## src/rtl/alu_pkg.sv

```systemverilog
// Shared ALU definitions: control codes, request class, R-type funct values and
// the sequencer state encoding.
package alu_pkg;

  localparam logic [2:0] ALU_AND  = 3'b000;
  localparam logic [2:0] ALU_OR   = 3'b001;
  localparam logic [2:0] ALU_SLT  = 3'b011;
  localparam logic [2:0] ALU_ADD  = 3'b100;
  localparam logic [2:0] ALU_ADDU = 3'b101;
  localparam logic [2:0] ALU_SUB  = 3'b110;

  typedef enum logic [1:0] {
    CLASS_ADD   = 2'b00,
    CLASS_SUB   = 2'b01,
    CLASS_RTYPE = 2'b10,
    CLASS_OR    = 2'b11
  } alu_class_e;

  localparam logic [5:0] FUNCT_ADD  = 6'b100000;
  localparam logic [5:0] FUNCT_ADDU = 6'b100001;
  localparam logic [5:0] FUNCT_SUB  = 6'b100010;
  localparam logic [5:0] FUNCT_AND  = 6'b100100;
  localparam logic [5:0] FUNCT_OR   = 6'b100101;
  localparam logic [5:0] FUNCT_SLT  = 6'b101010;

  typedef enum logic [1:0] {
    ST_IDLE = 2'b00,
    ST_EXEC = 2'b01,
    ST_DONE = 2'b10
  } seq_state_e;

endpackage

```

## src/rtl/alu_decode.sv

```systemverilog
// Combinational translation of main-control class and R-type funct into the
// 3-bit ALU control code, flagging undecodable funct values.
module alu_decode
  import alu_pkg::*;
(
  input  logic [1:0] op_class,
  input  logic [5:0] funct,
  output logic [2:0] code,
  output logic       illegal
);

  always_comb begin
    code    = ALU_ADD;
    illegal = 1'b0;
    case (alu_class_e'(op_class))
      CLASS_ADD: code = ALU_ADD;
      CLASS_SUB: code = ALU_SUB;
      CLASS_OR:  code = ALU_OR;
      CLASS_RTYPE: begin
        case (funct)
          FUNCT_ADD:  code = ALU_ADD;
          FUNCT_ADDU: code = ALU_ADDU;
          FUNCT_SUB:  code = ALU_SUB;
          FUNCT_AND:  code = ALU_AND;
          FUNCT_OR:   code = ALU_OR;
          FUNCT_SLT:  code = ALU_SLT;
          // Keep a harmless code on the bus; the request never reaches EXEC.
          default:    illegal = 1'b1;
        endcase
      end
      default: code = ALU_ADD;
    endcase
  end

endmodule

```

## src/rtl/alu_op_sequencer.sv

```systemverilog
// Issue/capture front end for the combinational ALU: decode at accept, one EXEC
// cycle, then a held result. Optional overflow capture under ALU_OVF_TRAP_EN.
module alu_op_sequencer
  import alu_pkg::*;
#(
  parameter int WIDTH = 32
) (
  input  logic             clk,
  input  logic             rst,
  input  logic             in_valid,
  output logic             in_ready,
  input  logic [WIDTH-1:0] in_a,
  input  logic [WIDTH-1:0] in_b,
  input  logic [1:0]       in_class,
  input  logic [5:0]       in_funct,
  output logic [WIDTH-1:0] alu_a,
  output logic [WIDTH-1:0] alu_b,
  output logic [2:0]       alu_ctrl,
  input  logic [WIDTH-1:0] alu_out,
  input  logic             alu_zero,
  output logic             out_valid,
  input  logic             out_ready,
  output logic [WIDTH-1:0] out_result,
  output logic             out_zero,
  output logic             out_illegal,
  output logic             out_ovf
);

  seq_state_e       state_reg, state_next;
  logic [2:0]       dec_code;
  logic             dec_illegal;
  logic             accept;
  logic [WIDTH-1:0] alu_a_reg, alu_b_reg, result_reg;
  logic [2:0]       alu_ctrl_reg;
  logic             zero_reg, illegal_reg;

  alu_decode u_decode (
    .op_class (in_class),
    .funct    (in_funct),
    .code     (dec_code),
    .illegal  (dec_illegal)
  );

  assign accept = in_valid & in_ready;

  always_ff @(posedge clk or posedge rst) begin
    if (rst) state_reg <= ST_IDLE;
    else     state_reg <= state_next;
  end

  always_comb begin
    state_next = state_reg;
    in_ready   = 1'b0;
    out_valid  = 1'b0;
    case (state_reg)
      ST_IDLE: begin
        in_ready = 1'b1;
        if (in_valid) state_next = dec_illegal ? ST_DONE : ST_EXEC;
      end
      ST_EXEC: state_next = ST_DONE;
      ST_DONE: begin
        out_valid = 1'b1;
        if (out_ready) state_next = ST_IDLE;
      end
      default: state_next = ST_IDLE;
    endcase
  end

  // Illegal requests leave the ALU drive untouched so it never sees a bad code.
  always_ff @(posedge clk or posedge rst) begin
    if (rst) begin
      alu_a_reg    <= '0;
      alu_b_reg    <= '0;
      alu_ctrl_reg <= ALU_ADD;
      result_reg   <= '0;
      zero_reg     <= 1'b0;
      illegal_reg  <= 1'b0;
    end else if (state_reg == ST_IDLE && accept) begin
      illegal_reg <= dec_illegal;
      result_reg  <= '0;
      zero_reg    <= 1'b0;
      if (!dec_illegal) begin
        alu_a_reg    <= in_a;
        alu_b_reg    <= in_b;
        alu_ctrl_reg <= dec_code;
      end
    end else if (state_reg == ST_EXEC) begin
      result_reg <= alu_out;
      zero_reg   <= alu_zero;
    end
  end

`ifdef ALU_OVF_TRAP_EN
  logic ovf_reg, ovf_next;
  logic sign_a, sign_b, sign_r;

  assign sign_a = alu_a_reg[WIDTH-1];
  assign sign_b = alu_b_reg[WIDTH-1];
  assign sign_r = alu_out[WIDTH-1];

  always_comb begin
    ovf_next = 1'b0;
    if (alu_ctrl_reg == ALU_ADD)      ovf_next = (sign_a == sign_b) && (sign_r != sign_a);
    else if (alu_ctrl_reg == ALU_SUB) ovf_next = (sign_a != sign_b) && (sign_r != sign_a);
  end

  always_ff @(posedge clk or posedge rst) begin
    if (rst)                                ovf_reg <= 1'b0;
    else if (state_reg == ST_IDLE && accept) ovf_reg <= 1'b0;
    else if (state_reg == ST_EXEC)          ovf_reg <= ovf_next;
  end

  assign out_ovf = ovf_reg;
`else
  assign out_ovf = 1'b0;
`endif

  assign alu_a       = alu_a_reg;
  assign alu_b       = alu_b_reg;
  assign alu_ctrl    = alu_ctrl_reg;
  assign out_result  = result_reg;
  assign out_zero    = zero_reg;
  assign out_illegal = illegal_reg;

endmodule

```

## config.mk

```make
export PLATFORM = sky130hd
export DESIGN_NAME = alu_op_sequencer
export DESIGN_NICKNAME = d
export VERILOG_FILES = /design/src/rtl/alu_pkg.sv /design/src/rtl/alu_decode.sv /design/src/rtl/alu_op_sequencer.sv
export SDC_FILE = /design/constraint.sdc
export NUM_CORES = 1
export LEC_CHECK = 0
export ABC_AREA = 1
export CORE_MARGIN = 3
export CORE_UTILIZATION = 30
export CTS_BUF_LIST = sky130_fd_sc_hd__clkbuf_8
export DETAILED_ROUTE_END_ITERATION = 10
export HOLD_SLACK_MARGIN = 0.08
export MAX_ROUTING_LAYER = met4
export SETUP_SLACK_MARGIN = 0.05
export SLEW_MARGIN = 10
export SYNTH_ARGS = -nofsm -noshare
export SYNTH_HDL_FRONTEND = slang
export SYNTH_SLANG_ARGS = --single-unit
```

## constraint.sdc

```tcl
create_clock -name clk -period 9.3 [get_ports clk]
set_input_delay 1.395 -clock clk [delete_from_list [all_inputs] [get_ports clk]]
set_output_delay 1.395 -clock clk [all_outputs]
set_load 0.02 [all_outputs]
```

# After elaboration in Yosys (flattened, before gate mapping)
# Index checks and enable logic that the tools add are counted.
# Widths: inputs -> output; s select.
# op_classes
n_reduce_logical	7
n_eq_ne	13
bitwise	2
mux	14
# op_table
op	n
$mux 32	2
$eq 6x6->1 const B	6
$pmux 3 s5	1
$pmux 3 s4	1
$eq 2x2->1 const B	3
$mux 1	6
$mux 2	3
$pmux 2 s3	1
$reduce_or 6->1	1
$eq 2x1->1 const B	2
$logic_not 2->1	2
$ne 2x2->1 const B	2
$reduce_and 2->1	2
$reduce_bool 2->1	1
$and 1x1->1	1
$logic_and 1x1->1	1
$not 1->1	1
# totals
input_bits	109
register_bits	103
out_inout_bits	104

# Logic depth before layout (Yosys ltp)
# Gate-level depths: netlist of the first run.
# logic_depth
word_depth	7
depth_mapped	10
depth_no_buf	9

# Cells and area by module
# A second synthesis of the first run with hierarchy kept.
# unflattened
cells_unflattened	495
area_unflattened_um2	4314.1
# modules_own_cells
module	area_per_inst_um2	n_inst	cells_per_inst
alu_op_sequencer	4131.5	1	457
alu_decode	182.7	1	38

# Worst setup path before layout of the first run
# OpenSTA, ideal clock, no wires.
# synth_timing
kind	input to register
start	input port in_funct[5]
end	register alu_b_reg[0], in the netlist alu_b[0]
stages	9
t_arrival_ps	2246
path_slack_ps	6937
n_path_buf	2
setup_time_ps	116
required_ps	9184
cell_sequence	inv_1 nor2_4 nand3_1 nand2_2 o21ai_2 buf_4 buf_4 nand2_1 nand2_1
# synth_between
elab_chain_len	6
elab_cells_between_ends	11
# synth_lines
item	line_no	source
start: declaration	alu_op_sequencer.sv:15	input logic [5:0] in_funct,
$eq 6x6->1	alu_decode.sv:20	case (funct)
$reduce_or 6->1 (no source line) *	--	
$mux 1 *	alu_decode.sv:20	
$mux 1 *	alu_decode.sv:15	case (alu_class_e'(op_class))
$not 1->1 (no source line) *	--	
$reduce_and 2->1 (no source line) *	--	
end signal: assignment	alu_op_sequencer.sv:84	alu_b_reg <= in_b;
end: declaration	alu_op_sequencer.sv:33	logic [WIDTH-1:0] alu_a_reg, alu_b_reg, result_reg;
# Every way passes the cells marked *; elsewhere a longest branch is shown, timed or not.
# A chain may end at the register's enable or synchronous reset.

# Worst setup path in the final report of the first run
# layout_timing
start	input port in_funct[3]
end	register alu_a_reg[20], in the netlist alu_a[20]
# layout_between
elab_chain_len	6
elab_cells_between_ends	11
# layout_lines
item	line_no	source
$eq 6x6->1	alu_decode.sv:20	
$reduce_or 6->1 (no source line) *	--	
$mux 1 *	alu_decode.sv:20	
$mux 1 *	alu_decode.sv:15	
$not 1->1 (no source line) *	--	
$reduce_and 2->1 (no source line) *	--	
end signal: assignment	alu_op_sequencer.sv:83	alu_a_reg <= in_a;
end: declaration	alu_op_sequencer.sv:33	
# Marked as above.

==> results of run 1 <==
==> routing by layer <==
layer,vias to the layer above,routed length (µm)
li1,1886,-
met1,1794,5400
met2,192,5670
met3,12,1510
met4,0,151
met5,-,0
==> placed cells by master, fill, tap and decap left out, types with 3 or more instances in the layout <==
master	n
dfrtp_1	102
nand3_1	75
clkbuf_8	10
buf_4	4
nor2_1	11
clkdlybuf4s50_1	211
nand2_1	244
nor2_4	3
inv_1	9
==> logic make-up (layout without fill, tap and decap cells) <==
group / Yosys count / count (layout) / share of synthesized area (%)
buffers and inverters: 39 / 240 / 4.52
AND/OR/NAND/NOR: 337 / 337 / 33.3
other: 1 / 1 / 0.0898
flip-flops: 103 / 103 / 61.7
AO/OA/AOI/OAI: 2 / 2 / 0.329
==> per-stage QoR <==
step                instances  power, µW  setup WS, ps
floorplan                 482       1260          5200
global placement          845       1790          5660
detailed placement        845       1800          5600
CTS                       859       2080          5980
global route              859       2200          5770
finish                    859       2050          6000
==> critical path, cell delays in order <==
cell and delay [ps]:
clkdlybuf4s50_1 540, nor2_1 100, nand3_1 90, nand2_1 110
o21ai_4 670, buf_4 490, nand2_1 100, nand2_1 80
==> power breakdown <==
part / internal (µW) / switching (µW) / leakage (µW)
clock network: 128 / 146 / 0.0000917
registers: 644 / 115 / 0.00131
logic: 466 / 556 / 0.00181
==> final cells by class <==
| cell class | count | share of cell area (%) |
|---|---|---|
| clock inverter | 4 | 0.741 |
| multi-input combinational | 340 | 21.5 |
| timing repair buffer | 215 | 32.5 |
| clock buffer | 10 | 2.09 |
| inverter | 11 | 0.665 |
| sequential | 103 | 39.1 |
| tap | 176 | 3.34 |
==> worst max-delay path by stage <==
| stage | from | to | slack, ps |
|---|---|---|---|
| after floorplan | rst | alu_a[0] | 5200 |
| after global placement | in_class[1] | alu_b[13] | 5660 |
| after detailed placement | in_funct[3] | alu_b[19] | 5600 |
| after CTS | state_reg[1] | out_valid | 5980 |
| after global routing | in_funct[3] | alu_b[9] | 5770 |
| final | in_funct[3] | alu_a[20] | 6000 |
==> qor.csv, run 1 <==
stage;metric;value;unit
cells_and_area;ant diodes;0;
yosys;Seq/Total Area, Yosys;61.7;%
power;power density over the cells;312;mW/mm²
detailed_routing;Via-to-Cell Ratio;4.52;
cts;Sink Count;103;
critical_path;R2R Setup Slk;7060;ps
cts;clk_lat worst skew;370;ps
global_routing;first-pass GRT wire length;19.5;mm
yosys;post-synthesis sequential element count;103;
sta;Worst Max-Slew Pin Slew;1170;ps
sta;final hold violations;0;
cts;clock slew at reported path FFs;90;ps
sta;final worst path period need;3300;ps
yosys;synth warn;0;
yosys;area leader, netlist;dfrtp_1;
hold_path;min-delay worst type;reg2reg;
detailed_routing;vias post-DR;3884;
sta;Fmax;303;MHz
yosys;Synth Flop Type;dfrtp_1;
yosys;Mean Syn Cell Area;8.66;µm²
cts;root buffer cell;clkbuf_8;
cells_and_area;final core occ;49.0;%
cts;clock buffer depth;2;
detailed_routing;drt drc;0;
cells_and_area;Reg area;0.00258;mm²
global_routing;pin count of the biggest net entering global routing;65;
critical_path;crit path DAT;3600;ps
floorplan;# rows;42;
cts;CTS tree;done;
global_routing;GRT Resource Usage Total;16.9;%
hold_path;Hold Crit Endpoint;alu_ctrl[2];
sta;fin crit share;35.4;%
global_routing;GR peak layer;met2;
floorplan;die width;124;µm
detailed_routing;Routed Antenna Nets;0;
hold_path;Hold Crit Depth;2;
floorplan;Initial Util;31.0;%
yosys;count of cell types in the netlist;19;
floorplan;I/O Pins;213;
critical_path;Critical Path Sink Type;register;
critical_path;reg2reg end;out_result[10];
cts;# Post-CTS Setup Buffers;0;
cells_and_area;fill count;1310;
detailed_routing;Post-Route WL;12.7;mm
critical_path;WS Path Type;in2reg;
global_routing;met2 Usage GRT;25.8;%
sta;RSZ-0062 raised after global routing;false;
placement;IO buf count;211;
detailed_routing;DRT Pass-1 Iters;5;
cells_and_area;area grow syn2layout;57.7;%
critical_path;largest fanout on the critical path;35;
global_routing;grt met3 use;6.63;%
sta;final hold slack;477;ps
sta;setup TNS;0;ps
sta;Clock Skews;13.1;ps
yosys;Mapped Cells;482;
yosys;Async S/R FF share, synth;100;%
detailed_routing;DR WL/cell;14.8;µm
cts;Num CTS Buffers;9;
global_routing;initial antenna violation count;0;
cells_and_area;layout cell share with drive strength beyond 1;4.10;%
yosys;syn_nets;591;
global_routing;met1 Usage GRT;20.8;%
critical_path;crit path launch type;input port;
critical_path;reg2reg path depth;4;
floorplan;die area;0.0154;mm²
run_status;status;finished, final reports clean;
sta;Pins Over Slew Limit;0;
cts;post-CTS sizing;0;
cts;hold_buf cts;0;
cells_and_area;area of the multi-input gates;0.00142;mm²
sta;Rel. slew slack;21.8;%
hold_path;Hold Startpoint;alu_ctrl[2];
global_routing;Remaining Overflow, GRT;0;
cts;H-tree levels;3;
placement;Area after DPL;0.00640;mm²
floorplan;die height;124;µm
cells_and_area;post-route cell area;0.00659;mm²
global_routing;vias in the first global route;3829;
yosys;synth top area cells;dfrtp_1 (61%), nand2_1 (22%), nand3_1 (9.0%);
detailed_routing;violation count after the first detailed-routing iteration;193;
yosys;Post-Syn Area;0.00418;mm²
yosys;number of synthesized flops with an enable pin;0;
yosys;Post-synth top cells;nand2_1 (244), dfrtp_1 (102), nand3_1 (75);
critical_path;RR Startpoint;state_reg[1];
placement;routability cong.;0.777;
cells_and_area;Final #Nets;789;
critical_path;CP Data Required Time;9610;ps
power;Leak Pwr;0.00320;µW
sta;# setup viols final;0;
power;Max IR drop VDD;0.143;mV
yosys;count leader, synth;nand2_1;
placement;Detailed Place HPWL;9.11;mm
job;Max Cap Violations;0;
floorplan;Core Region;0.0135;mm²
yosys;Yosys top cell area share;61.1;%
Power figures use the tool's default switching activity.
==> inputs of run 2 (changes only) <==
--- a/config.mk
+++ b/config.mk
@@ -12,6 +12,7 @@
 export DETAILED_ROUTE_END_ITERATION = 10
 export HOLD_SLACK_MARGIN = 0.08
 export MAX_ROUTING_LAYER = met4
+export PLACE_DENSITY = 0.66
 export SETUP_SLACK_MARGIN = 0.05
 export SLEW_MARGIN = 10
 export SYNTH_ARGS = -nofsm -noshare
==> constraint.sdc (replaced) <==
create_clock -name clk -period 2.8 [get_ports clk]
set_input_delay 0.42 -clock clk [delete_from_list [all_inputs] [get_ports clk]]
set_output_delay 0.42 -clock clk [all_outputs]
set_load 0.02 [all_outputs]
==> run 2 against run 1 <==
  * Non-clock buffer count up 4
  * Sequential power rose to 3.3 times the previous value
  * Largest cell class unchanged
  * Critical path depth is 6 lower
  * Design area grew 0.84%
  * Power grew to 3.3 times the previous value
  * Clock skew fell by 6.7 ps
  * Count of clock-buffer cells in the layout is 1 lower
  * Global-route usage grew 0.17 points
  * Worst setup slack got worse by 5200 ps
==> qor.csv, run 2 (synthesized netlist as in run 1, its figures left out) <==
stage;metric;value;unit;change
power;power density over the cells;1040;mW/mm²;+230%
cts;post-CTS sizing;0;;unchanged
cells_and_area;area grow syn2layout;59.0;%;
cts;Sink Count;103;;unchanged
sta;Worst Max-Slew Pin Slew;549;ps;-621 ps
sta;Clock Skews;6.45;ps;-6.70 ps
detailed_routing;Post-Route WL;12.9;mm;+1.3%
detailed_routing;DR WL/cell;14.9;µm;+0.72%
floorplan;Core Region;0.0135;mm²;unchanged
cells_and_area;highest-count cells in the layout ignoring fill and taps;nand2_1 (244), clkdlybuf4s50_1 (211), dfrtp_1 (102);;
cells_and_area;Final #Nets;793;;+0.51%
job;Max Cap Violations;0;;unchanged
critical_path;slowest cell on the critical path;clkdlybuf4s50_1;;
sta;final hold violations;0;;unchanged
cts;clock buffer depth;2;;unchanged
sta;final hold slack;480;ps;+2.92 ps
placement;IO buf count;211;;unchanged
sta;setup TNS;0;ps;unchanged
critical_path;CP Data Required Time;2380;ps;-7230 ps
global_routing;GRT Resource Usage Total;17.1;%;+0.17 points
critical_path;Crit path buffers/inverters;1;;-1
cells_and_area;ant diodes;0;;unchanged
power;Leak Pwr;0.00323;µW;+0.79%
floorplan;die width;124;µm;unchanged
sta;Fmax;495;MHz;
global_routing;first-pass GRT wire length;19.9;mm;+2.2%
detailed_routing;vias post-DR;3973;;+2.3%
floorplan;I/O Pins;213;;unchanged
placement;routability cong.;0.872;;+12%
detailed_routing;violation count after the first detailed-routing iteration;245;;+27%
critical_path;Critical Path Sink Type;primary output;;
floorplan;die area;0.0154;mm²;unchanged
cts;# Post-CTS Setup Buffers;0;;unchanged
detailed_routing;drt drc;0;;unchanged
cts;clock slew at reported path FFs;100;ps;about the same
cts;root buffer cell;clkbuf_8;;
critical_path;worst path cell trace;nor2_1 -> clkdlybuf4s50_1;;
critical_path;RR Startpoint;state_reg[1];;
cts;Num CTS Buffers;9;;unchanged
global_routing;initial antenna violation count;0;;unchanged
sta;final worst path period need;2020;ps;
critical_path;delay-heaviest family, CP;buffers and inverters;;
critical_path;largest fanout on the critical path;3;;-91%
detailed_routing;Via-to-Cell Ratio;4.60;;+1.7%
critical_path;crit-path max cell delay;660;ps;about the same
power;Max IR drop VDD;0.644;mV;+350%
cts;clk_lat worst skew;370;ps;about the same
sta;Rel. slew slack;63.4;%;+42 points
floorplan;Initial Util;31.0;%;unchanged
sta;RSZ-0062 raised after global routing;false;;
cts;H-tree levels;3;;unchanged
critical_path;crit path DAT;1600;ps;-2000 ps
global_routing;Remaining Overflow, GRT;0;;unchanged
global_routing;pin count of the biggest net entering global routing;104;;+60%
cts;hold_buf cts;0;;unchanged
placement;Detailed Place HPWL;8.95;mm;-1.7%
run_status;status;finished, final reports clean;;
critical_path;crit path launch;state_reg[0];;
critical_path;WS Path Type;reg2out;;
global_routing;vias in the first global route;3908;;+2.1%
detailed_routing;Routed Antenna Nets;0;;unchanged
critical_path;crit path launch type;register;;
sta;fin crit share;72.2;%;
cells_and_area;layout cell share with drive strength beyond 1;4.94;%;+0.84 points
sta;Pins Over Slew Limit;0;;unchanged
floorplan;# rows;42;;unchanged
hold_path;Hold Startpoint;alu_ctrl[2];;
detailed_routing;DRT Pass-1 Iters;4;;-1
sta;# setup viols final;0;;unchanged
cells_and_area;most common cell after layout, fill and taps aside;nand2_1;;
hold_path;min-delay worst type;reg2reg;;
floorplan;die height;124;µm;unchanged
cts;CTS tree;done;;
-- run 2: cell count changes in the layout (fill, tap and decap cells not counted), sizes merged --
cell	change
clkbuf	-1
buf	+4
inv	-1
clkinv	+3
-- run 2: layout make-up --
class,instances,area (µm²)
clock buffers,9,124
clock inverters,6,61.3
fillers,1289,6810
inverters,11,45.0
multi-input cells,340,1420
flip-flops and latches,103,2580
well taps,176,220
repair buffers,219,2200
-- run 2: final timing paths --
kind                       cells after the start              to  slack, ps
min                                            2     alu_ctrl[2]        480
min in group asynchronous                      3  out_result[30]        550
min reg2reg                                    2     alu_ctrl[2]        480
max reg2reg                                    6  out_result[29]       1330
max in group asynchronous                      3        alu_a[9]       1830
max                                            2       out_valid        780
-- run 2: metal layers --
layer / global-route usage (%) / vias up / share of wire, % / routed length [µm]
li1: - / 1901 / - / -
met2: 26.4 / 193 / 45 / 5850
met3: 4.86 / 13 / 11 / 1460
met4: 6.30 / 0 / 1.4 / 187
met5: - / - / 0 / 0
met1: 21.5 / 1866 / 42 / 5410
-- run 2: worst register-to-register path, cell delays in order (launching register included) --
cell     delay [ps]
dfrtp_1         420
inv_2            60
buf_4           330
nand2_1          90
buf_4           260
nand3_1         150
nand2_1          60
-- run 2: power breakdown --
part | leakage (µW) | total, µW | internal (µW) | switching [µW]
sequential | 0.00131 | 2520 | 2140 | 379
clock | 0.0000953 | 922 | 407 | 514
combinational | 0.00183 | 3440 | 1580 | 1860
-- run 2: stage by stage --
| stage | power [µW] | area (µm²) | utilization (%) | instances | setup slack [ps] |
|---|---|---|---|---|---|
| final | 6880 | 6640 | 49.4 | 864 | 778 |
| after global routing | 7310 | 6640 | 49.4 | 864 | 701 |
| after CTS | 6970 | 6640 | 49.4 | 864 | 748 |
| after detailed placement | 6000 | 6460 | 48.0 | 849 | 566 |
| after global placement | 5960 | 6460 | 48.0 | 849 | 668 |
| after floorplan | 4190 | 4180 | - | 482 | 1150 |
==> edit 1: new RTL, settings of run 2 <==
Build with the macro `ALU_OVF_TRAP_EN` defined.
--- a/src/rtl/alu_op_sequencer.sv
+++ b/src/rtl/alu_op_sequencer.sv
@@ -2,2 +2,4 @@
 // cycle, then a held result. Optional overflow capture under ALU_OVF_TRAP_EN.
+`define ALU_OVF_TRAP_EN
+
 module alu_op_sequencer
Function: changed (Yosys sat finds a counterexample within 4 cycles, from zero or initial values and one cycle with rst high).
==> edit 1 against run 2 <==
Sequential cell count is 1 higher; routed wire length down 7.0%; synthesized area up 1.9%; setup slack better by 0.016 ns; combinational power is 3% lower; register-to-register slack got worse by 0.23 ns; via count is 2.8% lower; utilization increased by 0.23 points; final area is 1.2% higher; power down 1.3%; largest cell class unchanged; largest power group unchanged; highest routed layer unchanged.
==> edit 1: results (changes against run 2) <==
| Metric | Value |
|---|---|
| Arrival @ worst endpoint | `1.59 ns` |
| Post-Synth Adder-Cell Area | `0% (unchanged)` |
| Post-CTS Resized | `0 (unchanged)` |
| Number of global-route vias before repair | `3,992 (was 3,908)` |
| Mux cell area share after synthesis | `0% (unchanged)` |
| DR iter-0 viols | `189 (was 245)` |
| Largest cells by area after synthesis | `dfrtp_1 61%, nand2_1 24%, nand3_1 4.5%, nand2_2 1.6%, nor2_1 1.1% (was dfrtp_1 61%, nand2_1 22%, nand3_1 9.0%, nor2_1 0.99%, buf_4 0.90%)` |
| CP max FO | `3 (unchanged)` |
| Placed inst area | `6540 sq um (was 6460 sq um)` |
| Rel. slew slack | `62.5% (was 63.4%)` |
| Hold Crit Depth | `2 (unchanged)` |
| Setup Skew | `0.00792 ns (was 0.00645 ns)` |
| Sequential cell area fraction in the yosys report | `61.2% (was 61.7%)` |
| Final nets | `805 (was 793)` |
| CTS root buf | `clkbuf_8 (unchanged)` |
| All-Layer GR Usage | `16.1% (was 17.1%)` |
| First-pass GRT wire length | `20,100 um (was 19,900 um)` |
| Port buffer count | `212 (was 211)` |
| Setup crit start | `state_reg[1] (was state_reg[0])` |
| Syn. warnings | `0 (unchanged)` |
| FF-to-FF Start | `state_reg[0] (was state_reg[1])` |
| Wirelength per Cell | `13.7 um (was 14.9 um)` |
| Deepest level of the CTS H-tree | `3 (unchanged)` |
| Initial antenna violation count | `0 (unchanged)` |
| Hold Startpoint | `alu_a[23] (was alu_ctrl[2])` |
| Largest net degree at the start of global routing | `105 (was 104)` |
| Compound-cell area share of the yosys netlist | `0.647% (was 0.330%)` |
| Final Wtd Congestion | `0.857 (was 0.872)` |
| Most instantiated cells after synthesis | `268 x nand2_1, 103 x dfrtp_1, 38 x nand3_1 (was 244 x nand2_1, 102 x dfrtp_1, 75 x nand3_1)` |
| Worst vdd ir | `0.482 mV (was 0.644 mV)` |
| R2R Setup Slk | `1.10 ns (was 1.33 ns)` |
| Mapped Nets | `597 (was 591)` |
| N_diodes | `0 (unchanged)` |
| Drt pass-1 iters | `4 (unchanged)` |
| R2R Path End | `state_reg[1] (was out_result[29])` |
| Post-synthesis xor/xnor area fraction | `0.206% (was 0%)` |
| Hold EP | `alu_a[23] (was alu_ctrl[2])` |
| Routed vias | `3,861 (was 3,973)` |
| Critical Path End | `out_valid (unchanged)` |
| Outcome | `completed (unchanged)` |
| Register clock-pin slew on the reported worst setup and hold paths | `0.09 ns` |
| Netlist cell types | `22 (was 19)` |
| Clock buffer depth | `2 (unchanged)` |
| Leak pwr | `3.28 nW (was 3.23 nW)` |
| Worst-Skew Late Latency | `0.36 ns` |
| Number of CTS-inserted buffers | `9 (unchanged)` |
| Setup bufs post-CTS | `0 (unchanged)` |
| Share of cells above drive strength 1 | `6.85% (was 4.94%)` |
| Post-DP HPWL | `8920 um (was 8950 um)` |
| R2R cell count | `6 (unchanged)` |
| Ys async rst share | `100% (unchanged)` |
==> edit 1: cells by family after synthesis <==
group	Yosys count
simple gates	341
xor+xnor	1
compound gates	5
flops	104
buf+inv	37
==> edit 1: area by class of cell <==
cell class	count	area (sq um)
Fill cell	1279	6830
Sequential cell	104	2600
Timing Repair Buffer	220	2190
Multi-Input combinational cell	347	1470
Tap cell	176	220
Clock buffer	12	165
Inverter	14	56.3
Clock inverter	4	20.0
==> edit 1: power by group <==
group          switching [W]  internal, W
Sequential          0.000402      0.00216
Combinational        0.00179      0.00156
Clock               0.000485     0.000389
Total                0.00268      0.00411
==> edit 1: metal layers <==
metal  global-route usage, %  routed length (um)  up-vias  share of wire (%)
li1                        -                   -     1909                  -
met3                    3.58                 856       12                7.1
met5                       -                   0        -                  0
met4                    4.97                 150        0                1.2
met1                    20.9                5350     1779                 45
met2                    25.3                5650      161                 47
==> edit 1: through the flow <==
| step | std cells | util (%) | total power (W) | worst slack (ns) | hold slack (ns) |
|---|---|---|---|---|---|
| after CTS | 877 | 49.6 | 0.00690 | 0.752 | 0.483 |
| after global placement | 861 | 48.2 | 0.00593 | 0.685 | 0.453 |
| after detailed placement | 861 | 48.2 | 0.00598 | 0.598 | 0.459 |
| final | 877 | 49.6 | 0.00679 | 0.794 | 0.479 |
| after floorplan | 488 | - | 0.00419 | 1.14 | 0.503 |
| after global routing | 877 | 49.6 | 0.00726 | 0.691 | 0.499 |
==> edit 1: worst max-delay path, stage by stage, from the launching register on <==
cell             delay, ns
dfrtp_1               0.38
inv_1                 0.07
nor2_1                0.13
clkdlybuf4s50_1       0.65
==> edit 2: new RTL, settings of run 2 <==
Made on the original files. Re-encode `seq_state_e` (3 states) as one-hot, 3 bits wide.
--- a/src/rtl/alu_pkg.sv
+++ b/src/rtl/alu_pkg.sv
@@ -25,6 +25,6 @@
 
-  typedef enum logic [1:0] {
-    ST_IDLE = 2'b00,
-    ST_EXEC = 2'b01,
-    ST_DONE = 2'b10
+  typedef enum logic [2:0] {
+    ST_IDLE = 3'b001,
+    ST_EXEC = 3'b010,
+    ST_DONE = 3'b100
   } seq_state_e;
Formal check against the unedited RTL: no difference found for any inputs over 10 cycles, from zero or initial values and one cycle with rst high; not proved beyond that.
==> edit 2 against run 2 <==
Synthesized area increased by 1.6%; final area increased by 0.85%; first-iteration DRC count increased by 5.7%; maximum frequency decreased by 11%; global-route usage decreased by 1.3 points; clock skew increased by 0.0027 ns; via count decreased by 3.0%; sequential cell count increased by 1; routed wire length decreased by 7.1%; power increased by 4.2%; synthesized cell count increased by 0.41%; setup slack got worse by 0.24 ns.
==> edit 2: results (changes against run 2) <==
| Metric | Value |
|---|---|
| Setup bufs post-CTS | `0 (unchanged)` |
| Drt pass-1 iters | `4 (unchanged)` |
| Ys async rst share | `100% (unchanged)` |
| Port buffer count | `211 (unchanged)` |
| Mapped Nets | `593 (was 591)` |
| N_diodes | `0 (unchanged)` |
| Post-CTS Resized | `0 (unchanged)` |
| CTS root buf | `clkbuf_8 (unchanged)` |
| First-pass GRT wire length | `19,600 um (was 19,900 um)` |
| Post-Synth Adder-Cell Area | `0% (unchanged)` |
| Syn. warnings | `0 (unchanged)` |
| Post-synthesis xor/xnor area fraction | `0% (unchanged)` |
| Initial antenna violation count | `0 (unchanged)` |
| Arrival @ worst endpoint | `1.84 ns (was 1.60 ns)` |
| Rel. slew slack | `62.8% (was 63.4%)` |
| Netlist cell types | `19 (unchanged)` |
| Final Hold Violating Endpoints | `0 (unchanged)` |
| Worst vdd ir | `0.483 mV (was 0.644 mV)` |
| CP max FO | `3 (unchanged)` |
| All-Layer GR Usage | `15.8% (was 17.1%)` |
| Setup Skew | `0.00916 ns (was 0.00645 ns)` |
| Number of CTS-inserted buffers | `9 (unchanged)` |
| Largest net degree at the start of global routing | `105 (was 104)` |
| Number of global-route vias before repair | `3,875 (was 3,908)` |
| Sequential cell area fraction in the yosys report | `61.4% (was 61.7%)` |
| Hold WC Path Type | `flop to flop (unchanged)` |
| Vias/cell | `4.44 (was 4.60)` |
| Register clock-pin slew on the reported worst setup and hold paths | `0.09 ns` |
| Post-DP HPWL | `8790 um (was 8950 um)` |
| Most instantiated cells after synthesis | `212 x nand2_1, 102 x dfrtp_1, 43 x inv_1 (was 244 x nand2_1, 102 x dfrtp_1, 75 x nand3_1)` |
| Outcome | `completed (unchanged)` |
| Final Wtd Congestion | `0.838 (was 0.872)` |
| Largest cells by area after synthesis | `dfrtp_1 60%, nand2_1 19%, nand3_1 5.0%, o21ai_0 4.2%, inv_1 3.8% (was dfrtp_1 61%, nand2_1 22%, nand3_1 9.0%, nor2_1 0.99%, buf_4 0.90%)` |
| Mux cell area share after synthesis | `0% (unchanged)` |
| Post-Route WL | `12,000 um (was 12,900 um)` |
| Share of cells above drive strength 1 | `4.77% (was 4.94%)` |
| Final nets | `796 (was 793)` |
| Deepest level of the CTS H-tree | `3 (unchanged)` |
| Leak pwr | `3.27 nW (was 3.23 nW)` |
| DR iter-0 viols | `259 (was 245)` |
| Clock buffer depth | `2 (unchanged)` |
| Worst-Skew Late Latency | `0.37 ns (about the same)` |
| Compound-cell area share of the yosys netlist | `4.42% (was 0.330%)` |
## edit 2: stage by stage
step | std cells | area, sq um | total power, W | utilization, % | setup slack (ns)
2_1_floorplan | 484 | 4250 | 0.00443 | - | 1.14
3_3_place_gp | 852 | 6500 | 0.00623 | 48.0 | 0.696
3_5_place_dp | 852 | 6500 | 0.00631 | 48.0 | 0.611
4_1_cts | 868 | 6700 | 0.00727 | 49.4 | 0.498
5_1_grt | 868 | 6700 | 0.00766 | 49.4 | 0.442
6_report | 868 | 6700 | 0.00717 | 49.4 | 0.540
## edit 2: final cells by class
type / count / area (sq um)
repair buffers: 217 / 2180
multi-input cells: 309 / 1320
flip-flops and latches: 104 / 2610
fillers: 1270 / 6860
inverters: 46 / 176
clock buffers: 10 / 138
well taps: 176 / 220
clock inverters: 6 / 60.1
## edit 2: cells by family (layout without fill, tap and decap cells)
| family | after synthesis | count (layout) |
|---|---|---|
| DFF | 104 | 104 |
| buffers and inverters | 71 | 279 |
| and+or+nand+nor | 271 | 271 |
| other | 1 | 1 |
| AOI/OAI and AO/OA | 37 | 37 |
## edit 2: worst paths after layout
kind	slack, ns	cells after the start	start	to
hold / removal	0.47	2	alu_ctrl[2]	alu_ctrl[2]
hold reg to reg	0.47	2	alu_ctrl[2]	alu_ctrl[2]
min in group asynchronous	0.56	3	rst	alu_b[0]
max in group asynchronous	1.81	3	rst	state_reg[2]
setup / recovery	0.54	3	state_reg[0]	in_ready
setup reg to reg	0.84	7	state_reg[0]	alu_a[26]
## edit 2: power by group
| group | switching [W] | internal (W) |
|---|---|---|
| Clock | 0.000497 | 0.000435 |
| Combinational | 0.00196 | 0.00166 |
| Sequential | 0.000397 | 0.00221 |
## edit 2: layer usage
metal | wire [um] | global-route usage, % | vias up
met1 | 5230 | 20.0 | 1794
met4 | 261 | 5.68 | 0
met2 | 5580 | 24.8 | 151
li1 | - | - | 1886
met3 | 903 | 3.84 | 22
met5 | 0 | - | -
## edit 2: worst max-delay path, stage by stage, from the launching register on
cell and delay (ns):
dfstp_2 0.54, inv_1 0.07, nor3_4 0.20, clkdlybuf4s50_1 0.67
